==> config.mk <==
export PLATFORM = sky130hd
export DESIGN_NAME = sobel_stream_v2
export DESIGN_NICKNAME = d
export VERILOG_FILES = /design/src/rtl/sobel_stream_v2_pkg.sv /design/src/rtl/sobel_stage_reg.sv /design/src/rtl/sobel_stream_v2.sv
export SDC_FILE = /design/constraint.sdc
export NUM_CORES = 1
export LEC_CHECK = 0
export ABC_AREA = 0
export CAP_MARGIN = 20
export CORE_AREA = 4 4 176 178
export DETAILED_ROUTE_END_ITERATION = 8
export DIE_AREA = 0 0 180 182
export PLACE_DENSITY = 0.62
export SKIP_CTS_REPAIR_TIMING = 1
export SYNTH_ARGS = -nofsm -noshare
export SYNTH_HDL_FRONTEND = slang
export SYNTH_SLANG_ARGS = --single-unit
==> constraint.sdc <==
create_clock -name aclk -period 13.5 [get_ports aclk]
set_input_delay 2.7 -clock aclk [delete_from_list [all_inputs] [get_ports aclk]]
set_output_delay 2.7 -clock aclk [all_outputs]
set_load 0.03 [all_outputs]
==> src/rtl/sobel_stream_v2_pkg.sv <==
// rtl/sobel_stream_v2_pkg.sv - mode encodings and gradient width helper for the sobel stream
package sobel_stream_v2_pkg;

    localparam logic [1:0] MODE_BIN = 2'd0;
    localparam logic [1:0] MODE_MAG = 2'd1;
    localparam logic [1:0] MODE_INV = 2'd2;

    // Signed width that holds a 3x3 Sobel gradient of pix_w-bit taps without overflow.
    function automatic int grad_w(input int pix_w);
        return pix_w + 3;
    endfunction

endpackage

==> src/rtl/sobel_stage_reg.sv <==
// rtl/sobel_stage_reg.sv - one pipeline stage: payload register plus valid bit, held when en is low
module sobel_stage_reg #(
    parameter int W = 8
) (
    input  logic         aclk,
    input  logic         areset,
    input  logic         en,
    input  logic         in_valid,
    input  logic [W-1:0] in_data,
    output logic         out_valid,
    output logic [W-1:0] out_data
);

    always_ff @(posedge aclk or posedge areset) begin
        if (areset) begin
            out_valid <= 1'b0;
            out_data  <= '0;
        end else if (en) begin
            out_valid <= in_valid;
            out_data  <= in_data;
        end
    end

endmodule

==> src/rtl/sobel_stream_v2.sv <==
// rtl/sobel_stream_v2.sv - 3-stage streaming Sobel edge detector with per-frame edge counter
module sobel_stream_v2
    import sobel_stream_v2_pkg::*;
#(
    parameter int PIX_W = 8,
    parameter int CNT_W = 24
) (
    input  logic               aclk,
    input  logic               areset,
    input  logic               s_axis_tvalid,
    output logic               s_axis_tready,
    input  logic [9*PIX_W-1:0] s_axis_tdata,
    input  logic               s_axis_tlast,
    input  logic               s_axis_tuser,
    output logic               m_axis_tvalid,
    input  logic               m_axis_tready,
    output logic [3*PIX_W-1:0] m_axis_tdata,
    output logic               m_axis_tlast,
    output logic               m_axis_tuser,
    input  logic [31:0]        threshold,
    input  logic [1:0]         mode,
    output logic [CNT_W-1:0]   frame_edges,
    output logic               frame_done
);

    localparam int GW   = grad_w(PIX_W);
    localparam int AW   = GW - 1;
    localparam int CW   = (AW > 32) ? AW : 32;
    localparam int S1_W = 2 + 32 + 2 + 4 * AW;
    localparam int S2_W = 2 + 32 + 2 + 2 * AW;
    localparam int S3_W = 1 + 2 + 3 * PIX_W;

    logic              ce, sof_acc;
    logic [31:0]       thr_active, thr_in;
    logic [1:0]        mode_active, mode_in;
    logic [PIX_W-1:0]  p0, p1, p2, p3, p5, p6, p7, p8;
    logic              center_unused;

    assign ce            = m_axis_tready | ~m_axis_tvalid;
    assign s_axis_tready = ce;
    assign sof_acc       = s_axis_tvalid & ce & s_axis_tuser;
    // A start-of-frame beat already uses the settings it brings in.
    assign thr_in        = sof_acc ? threshold : thr_active;
    assign mode_in       = sof_acc ? mode : mode_active;

    always_ff @(posedge aclk or posedge areset) begin
        if (areset) begin
            thr_active  <= '1;
            mode_active <= MODE_BIN;
        end else if (sof_acc) begin
            thr_active  <= threshold;
            mode_active <= mode;
        end
    end

    assign p0 = s_axis_tdata[0*PIX_W +: PIX_W];
    assign p1 = s_axis_tdata[1*PIX_W +: PIX_W];
    assign p2 = s_axis_tdata[2*PIX_W +: PIX_W];
    assign p3 = s_axis_tdata[3*PIX_W +: PIX_W];
    assign p5 = s_axis_tdata[5*PIX_W +: PIX_W];
    assign p6 = s_axis_tdata[6*PIX_W +: PIX_W];
    assign p7 = s_axis_tdata[7*PIX_W +: PIX_W];
    assign p8 = s_axis_tdata[8*PIX_W +: PIX_W];
    // The centre tap has zero weight in both kernels.
    assign center_unused = ^s_axis_tdata[4*PIX_W +: PIX_W];

    function automatic logic [AW-1:0] wsum(input logic [PIX_W-1:0] a,
                                           input logic [PIX_W-1:0] b,
                                           input logic [PIX_W-1:0] c);
        return AW'(a) + AW'({b, 1'b0}) + AW'(c);
    endfunction

    function automatic logic [AW-1:0] sabs(input logic signed [GW-1:0] v);
        return v[GW-1] ? AW'(-v) : AW'(v);
    endfunction

    // Stage 1: the four weighted row/column sums.
    logic            s1_valid, s1_user, s1_last;
    logic [S1_W-1:0] s1_data;
    logic [1:0]      s1_mode;
    logic [31:0]     s1_thr;
    logic [AW-1:0]   s1_ya, s1_yb, s1_xa, s1_xb;

    sobel_stage_reg #(.W(S1_W)) u_stage1 (
        .aclk      (aclk),
        .areset    (areset),
        .en        (ce),
        .in_valid  (s_axis_tvalid),
        .in_data   ({mode_in, thr_in, s_axis_tuser, s_axis_tlast,
                     wsum(p0, p1, p2), wsum(p6, p7, p8), wsum(p0, p3, p6), wsum(p2, p5, p8)}),
        .out_valid (s1_valid),
        .out_data  (s1_data)
    );
    assign {s1_mode, s1_thr, s1_user, s1_last, s1_ya, s1_yb, s1_xa, s1_xb} = s1_data;

    // Stage 2: signed gradients reduced to magnitudes.
    logic signed [GW-1:0] gx, gy;
    logic                 s2_valid, s2_user, s2_last;
    logic [S2_W-1:0]      s2_data;
    logic [1:0]           s2_mode;
    logic [31:0]          s2_thr;
    logic [AW-1:0]        s2_ax, s2_ay;

    assign gy = $signed({1'b0, s1_ya}) - $signed({1'b0, s1_yb});
    assign gx = $signed({1'b0, s1_xa}) - $signed({1'b0, s1_xb});

    sobel_stage_reg #(.W(S2_W)) u_stage2 (
        .aclk      (aclk),
        .areset    (areset),
        .en        (ce),
        .in_valid  (s1_valid),
        .in_data   ({s1_mode, s1_thr, s1_user, s1_last, sabs(gx), sabs(gy)}),
        .out_valid (s2_valid),
        .out_data  (s2_data)
    );
    assign {s2_mode, s2_thr, s2_user, s2_last, s2_ax, s2_ay} = s2_data;

    // Stage 3: threshold compare and output formatting.
    logic [GW-1:0]    mag_sum;
    logic             edge_flag;
    logic [PIX_W-1:0] pix;

    always_comb begin
        mag_sum   = GW'(s2_ax) + GW'(s2_ay);
        edge_flag = (CW'(s2_ax) > CW'(s2_thr)) || (CW'(s2_ay) > CW'(s2_thr));
        pix       = '0;
        case (s2_mode)
            MODE_MAG: pix = (|mag_sum[GW-1:PIX_W]) ? '1 : mag_sum[PIX_W-1:0];
            MODE_INV: pix = edge_flag ? '0 : '1;
            default:  pix = edge_flag ? '1 : '0;
        endcase
    end

    logic            m_edge;
    logic [S3_W-1:0] s3_data;

    sobel_stage_reg #(.W(S3_W)) u_stage3 (
        .aclk      (aclk),
        .areset    (areset),
        .en        (ce),
        .in_valid  (s2_valid),
        .in_data   ({edge_flag, s2_user, s2_last, {3{pix}}}),
        .out_valid (m_axis_tvalid),
        .out_data  (s3_data)
    );
    assign {m_edge, m_axis_tuser, m_axis_tlast, m_axis_tdata} = s3_data;

    logic [CNT_W-1:0] edge_cnt;
    logic             m_hs;

    assign m_hs = m_axis_tvalid & m_axis_tready;

    always_ff @(posedge aclk or posedge areset) begin
        if (areset) begin
            edge_cnt    <= '0;
            frame_edges <= '0;
            frame_done  <= 1'b0;
        end else begin
            frame_done <= 1'b0;
            if (m_hs) begin
                if (m_axis_tuser) begin
                    frame_edges <= edge_cnt;
                    frame_done  <= 1'b1;
                    edge_cnt    <= CNT_W'(m_edge);
                end else if (m_edge && (edge_cnt != '1)) begin
                    edge_cnt <= edge_cnt + CNT_W'(1);
                end
            end
        end
    end

endmodule

======== Yosys cells after proc, flatten, opt, wreduce, memory -nomap -nowiden ========
Cells that the tools add are included.
Widths: inputs -> output; s select.
word-level totals
  register bits after elaboration ......... 245
  bits in latches ......................... 0
  memory bits (writable) .................. 0
  memory bits (read-only) ................. 0
  input port bits ......................... 112
  output and inout bits ................... 53
  logic and storage cells ................. 53
  memories kept ........................... 0
cells by class
  $add $sub $neg .......................... 14
  multiply operators ...................... 0
  div/mod/pow operators ................... 0
  order comparisons ....................... 2
  equality and inequality tests ........... 3
  shifts and indexed selects .............. 0
  mux-type cells .......................... 12
  bitwise logic cells ..................... 5
  reduce and logical (&&, ||, !) cells .... 6
operators with widths
  cell                   count
  $gt 10x32->1           2
  $mux 24                2
  $add 10x8->10          4
  $add 8x9->10           4
  $mux 32                1
  $add 24x1->24 const B  1
  $mux 8                 3
  $ne 24x24->1 const B   1
  $sub 10x10->11         2
  $mux 10                2
  $neg 10->10            2
  $pmux 8 s2             1
  $add 10x10->11         1
  $reduce_and 2->1       2
  $and 1x1->1            3
  $reduce_or 3->1        1
  $eq 2x1->1 const B     1
  $eq 2x2->1 const B     1
  $mux 1                 2
  $mux 2                 1
  $reduce_bool 2->1      1
  $logic_and 1x1->1      1
  $logic_or 1x1->1       1
  $not 1->1              1
  $or 1x1->1             1

======== Longest topological paths before layout ========
  word-level depth ........................ 5
  mapped depth ............................ 11
  depth with buffers taken out ............ 11

======== By module ========
Synthesis repeated with hierarchy kept, for this count alone.
unflattened totals
  cell total of the unflattened synthesis .. 1166
  area total of the unflattened synthesis .. 13999.7 um^2
by module, submodules not included
  module                      instances  cells each  area each (um^2)  seq. area each (um^2)
  sobel_stream_v2             1          821         7616.1            2117.0
  sobel_stage_reg (u_stage1)  1          164         2997.9            1926.8
  sobel_stage_reg (u_stage2)  1          121         2239.6            1426.4
  sobel_stage_reg (u_stage3)  1          60          1146.1            700.7

======== Least setup slack after synthesis ========
No wires, ideal clock.
  path type ............................... input to output
  start ................................... input port m_axis_tready
  end ..................................... output port s_axis_tready
  arrival time ............................ 3.748 ns
  required time ........................... 10.800 ns
  setup slack ............................. 7.052 ns
  stages .................................. 5
  cells stage by stage .................... nor2b_1 clkbuf_1 inv_2 clkbuf_1 clkbuf_1
on the way
  longest elaborated chain between the ends .. 1
RTL lines
  element          line                   source
  start, declared  sobel_stream_v2.sv:16  input logic m_axis_tready,
  $or 1x1->1       sobel_stream_v2.sv:39  assign ce = m_axis_tready | ~m_axis_tvalid;
  end, declared    sobel_stream_v2.sv:11  output logic s_axis_tready,
Every way passes these cells.

======== Worst setup path after layout ========
Same ends and word-level chain as after synthesis.

==> impl_metrics.py <==
metrics = {
    "power_and_ir_drop": {
        "combPwrFrac_pct": 48.0,
        "clock_power_share_pct": 20.6,
        "report.power.total_mw": 3.47,
        "power.static_leakage_nw": 7.17,
        "vdd.ir_drop.worst_v": 0.0000929,
        "p_sw_mw": 1.38,
        "seq_power_share_pct": 31.5,
        "switching_share_pct": 39.7,
        "power.density_mw_per_mm2": 221,
        "internal_power_mw": 2.09,
    },
    "synth": {
        "post_synthesis_share_of_cell_area_spent_on_full_adders_half_adders_and_majority_gates_pct": 14.1,
        "synthSimpleGateAreaFrac_pct": 18.2,
        "synth_compound_area_share_pct": 11.2,
        "post_synth_mux_area_share_pct": 3.26,
        "syn_area_sq_mm": 0.0130,
        "post_synthesis_xor_xnor_area_fraction_pct": 4.17,
        "yosys_register_bits": 229,
        "synthesis.instances": 1377,
        "synth_top_family_by_area": "simple AND/OR/NAND/NOR gates",
        "synthesized_nets": 1615,
        "synthDominantCellAreaShare_pct": 37.9,
        "cell_types_occupying_the_most_area_after_synthesis": "dfrtp_1 38%, ha_1 8.7%, nand2_1 7.0%",
        "dominantRegCellSynth": "dfrtp_1",
        "seq_area_frac_synth_pct": 44.3,
        "synth_edf_count": 0,
        "yosysWarningCount": 0,
        "synth_top_area_cell": "dfrtp_1",
        "syn_avg_cell_area_sq_um": 9.46,
        "synthDistinctLibCells": 66,
        "synthArstFlopShare_pct": 100,
    },
    "timing": {
        "final_hold_viol_count": 0,
        "final_max_slew_viol_count": 0,
        "time_the_final_worst_path_needs_with_i_o_delays_and_setup_ns": 7.33,
        "period_utilisation_layout_pct": 54.3,
        "hold_ws_ns": 0.457,
        "fin_skew_ns": 0.00844,
        "timing.fmax_mhz": 136,
        "setup_violators_final": 0,
        "worst_slew_pin_slew_ns": 1.04,
        "rsz0062_at_grt": "false",
        "post-route-worst-setup-slack_ns": 6.17,
        "timing.slew.headroom_pct": 30.4,
        "totalNegativeSetupSlack_ns": 0,
    },
    "critical_path": {
        "crit_path_start_kind": "input pin",
        "worst-path-max-fanout": 54,
        "cp_data_required_time_ns": 10.80,
        "crit_type": "input pin to output pin",
        "setup.worst_path.end_class": "output pin",
        "wp_data_arrival_ns": 4.63,
    },
    "clocking": {
        "ctsHtreeMaxLevel": 1,
        "clkTransAtPathRegs_ns": 0.06,
        "worstSkewPairLatency_ns": 0.52,
        "tritoncts": "built",
        "clkSinkCount": 229,
        "cts.path.max_buffers": 3,
        "cts_buffers": 26,
        "root_buffer": "clkbuf_16",
    },
    "global_route": {
        "globalRoute.totalOverflow": 0,
        "globalRouteTotalUtil_pct": 16.9,
        "grt_pass1_wl_mm": 47.5,
        "vias_in_the_first_global_route": 9512,
        "number_of_antenna_violations_at_the_first_check_in_global_routing": 0,
        "grt_max_degree": 104,
    },
    "placed_design": {
        "gp_routability_congestion": 0.871,
        "placement.io_buffers": 156,
        "worst_slack_at_placement_ns": 6.14,
        "dpl.hpwl_mm": 20.5,
    },
    "route": {
        "detail-route-antenna-nets": 0,
        "vias_per_cell": 5.06,
        "post-route-drc-count": 0,
        "routed_wirelength_mm": 27.9,
        "vias": 9659,
        "drt_first_pass_iters": 4,
        "routed_wire_length_per_instance_um": 14.6,
        "dr.first_iter.drc_count": 558,
    },
    "layout": {
        "leading_cell_type_in_the_layout_fill_and_taps_excluded": "nand2_1",
        "diodes": 0,
        "nNetsFinal": 1738,
        "final_cell_mix": "244 x nand2_1, 197 x dfrtp_1, 196 x nor2_1",
        "areaGrowthSynthToFinish_pct": 20.6,
        "drive_gt1_share_pct": 9.34,
    },
    "run": {
        "maxCapViolations": 0,
    },
    "floorplanning": {
        "row_count": 63,
        "starting_density_pct": 44.3,
        "coreArea_sq_mm": 0.0294,
        "die_h_um": 182,
        "io-pin-count": 165,
        "design.die.area_sq_mm": 0.0328,
        "die_width_um": 180,
    },
    "status": {
        "run_status": "finished, final reports clean",
    },
    "min_path": {
        "hp-class": "flip-flop to flip-flop",
    },
}
-- sequential cells by signal, summed over array words and instances, names as in the netlist --
signal / cells
edge_cnt: 24
frame_done: 1
thr_active: 32
u_stage3.out_data: 11
u_stage1.out_valid: 1
u_stage2.out_data: 56
u_stage2.out_valid: 1
u_stage3.out_valid: 1
frame_edges: 24
u_stage1.out_data: 76
mode_active: 2
-- metal layers --
metal	track usage, %	vias to the layer above	share of wire, %
met5	0	-	0
met4	3.63	0	2.0
met3	2.26	44	4.2
met2	27.3	174	46
met1	24.7	4589	48
li1	-	4852	-
-- cell families (layout without fill, tap and decap cells) --
kind of cell,after synthesis,in the layout
xor+xnor,62,62
simple gates,554,554
mux,38,38
compound gates,229,229
buf+inv,139,282
fa+ha+maj,126,126
flops,229,229
-- worst paths after layout --
path / from / endpoint / slack [ns] / cells past startpoint
setup / recovery: m_axis_tready / s_axis_tready / 6.17 / 5
hold / removal: u_stage2.out_valid$_DFFE_PP0N_ / u_stage2.out_valid$_DFFE_PP0N_ / 0.46 / 2
setup reg to reg: u_stage3.out_valid$_DFFE_PP0N_ / u_stage3.out_data[23]$_DFFE_PP0N_ / 10.11 / 8
hold reg to reg: u_stage2.out_valid$_DFFE_PP0N_ / u_stage2.out_valid$_DFFE_PP0N_ / 0.46 / 2
max in group asynchronous: areset / u_stage1.out_data[41]$_DFFE_PP0N_ / 8.93 / 5
min in group asynchronous: areset / frame_edges[5]$_DFFE_PP0P_ / 2.63 / 2
-- layout make-up --
class	instances	area (sq um)
Tap cell	390	488
Multi-Input combinational cell	1009	6640
Fill cell	2674	13700
Inverter	70	273
Sequential cell	229	5770
Clock buffer	33	738
Timing Repair Buffer	164	1640
Clock inverter	15	149
-- power by group through the flow --
stage	Clock (mW)	Sequential [mW]	Combinational, mW
final	0.714	1.09	1.67
after global routing	0.766	1.12	1.90
after CTS	0.737	1.10	1.67
after detailed placement	0	1.11	1.66
after global placement	0	1.10	1.64
after floorplan	0	1.07	1.31
-- stage by stage --
| stage | std cells | area (sq um) | utilization (%) |
|---|---|---|---|
| 5_1_grt | 1910 | 15700 | 53.4 |
| 6_report | 1910 | 15700 | 53.4 |
| 2_1_floorplan | 1377 | 13000 | - |
| 3_3_place_gp | 1861 | 14800 | 50.3 |
| 3_5_place_dp | 1861 | 14800 | 50.3 |
| 4_1_cts | 1909 | 15700 | 53.3 |
-- worst max-delay path, cell delays in order --
cell,delay (ns)
clkdlybuf4s50_1,0.52
nor2b_4,0.14
buf_4,0.46
inv_4,0.09
clkdlybuf4s50_1,0.69
-- synthesized netlist by cell type, drive strengths merged, types with 5 or more instances --
cell,instances
xor2,27
and3,10
a21oi,68
nand3b,9
xnor2,35
buf,37
ha,91
o21ai,67
or3,5
nor4,9
dfrtp,197
o211ai,8
nand3,23
a21boi,10
clkbuf,32
nor3b,6
nor2,196
inv,70
nor2b,12
a31oi,6
nand2,244
o31ai,8
nand4,8
fa,35
a21o,20
a211o,6
or2,7
mux2,35
nor3,14
dfstp,32
(Power assumes the default switching activity.)
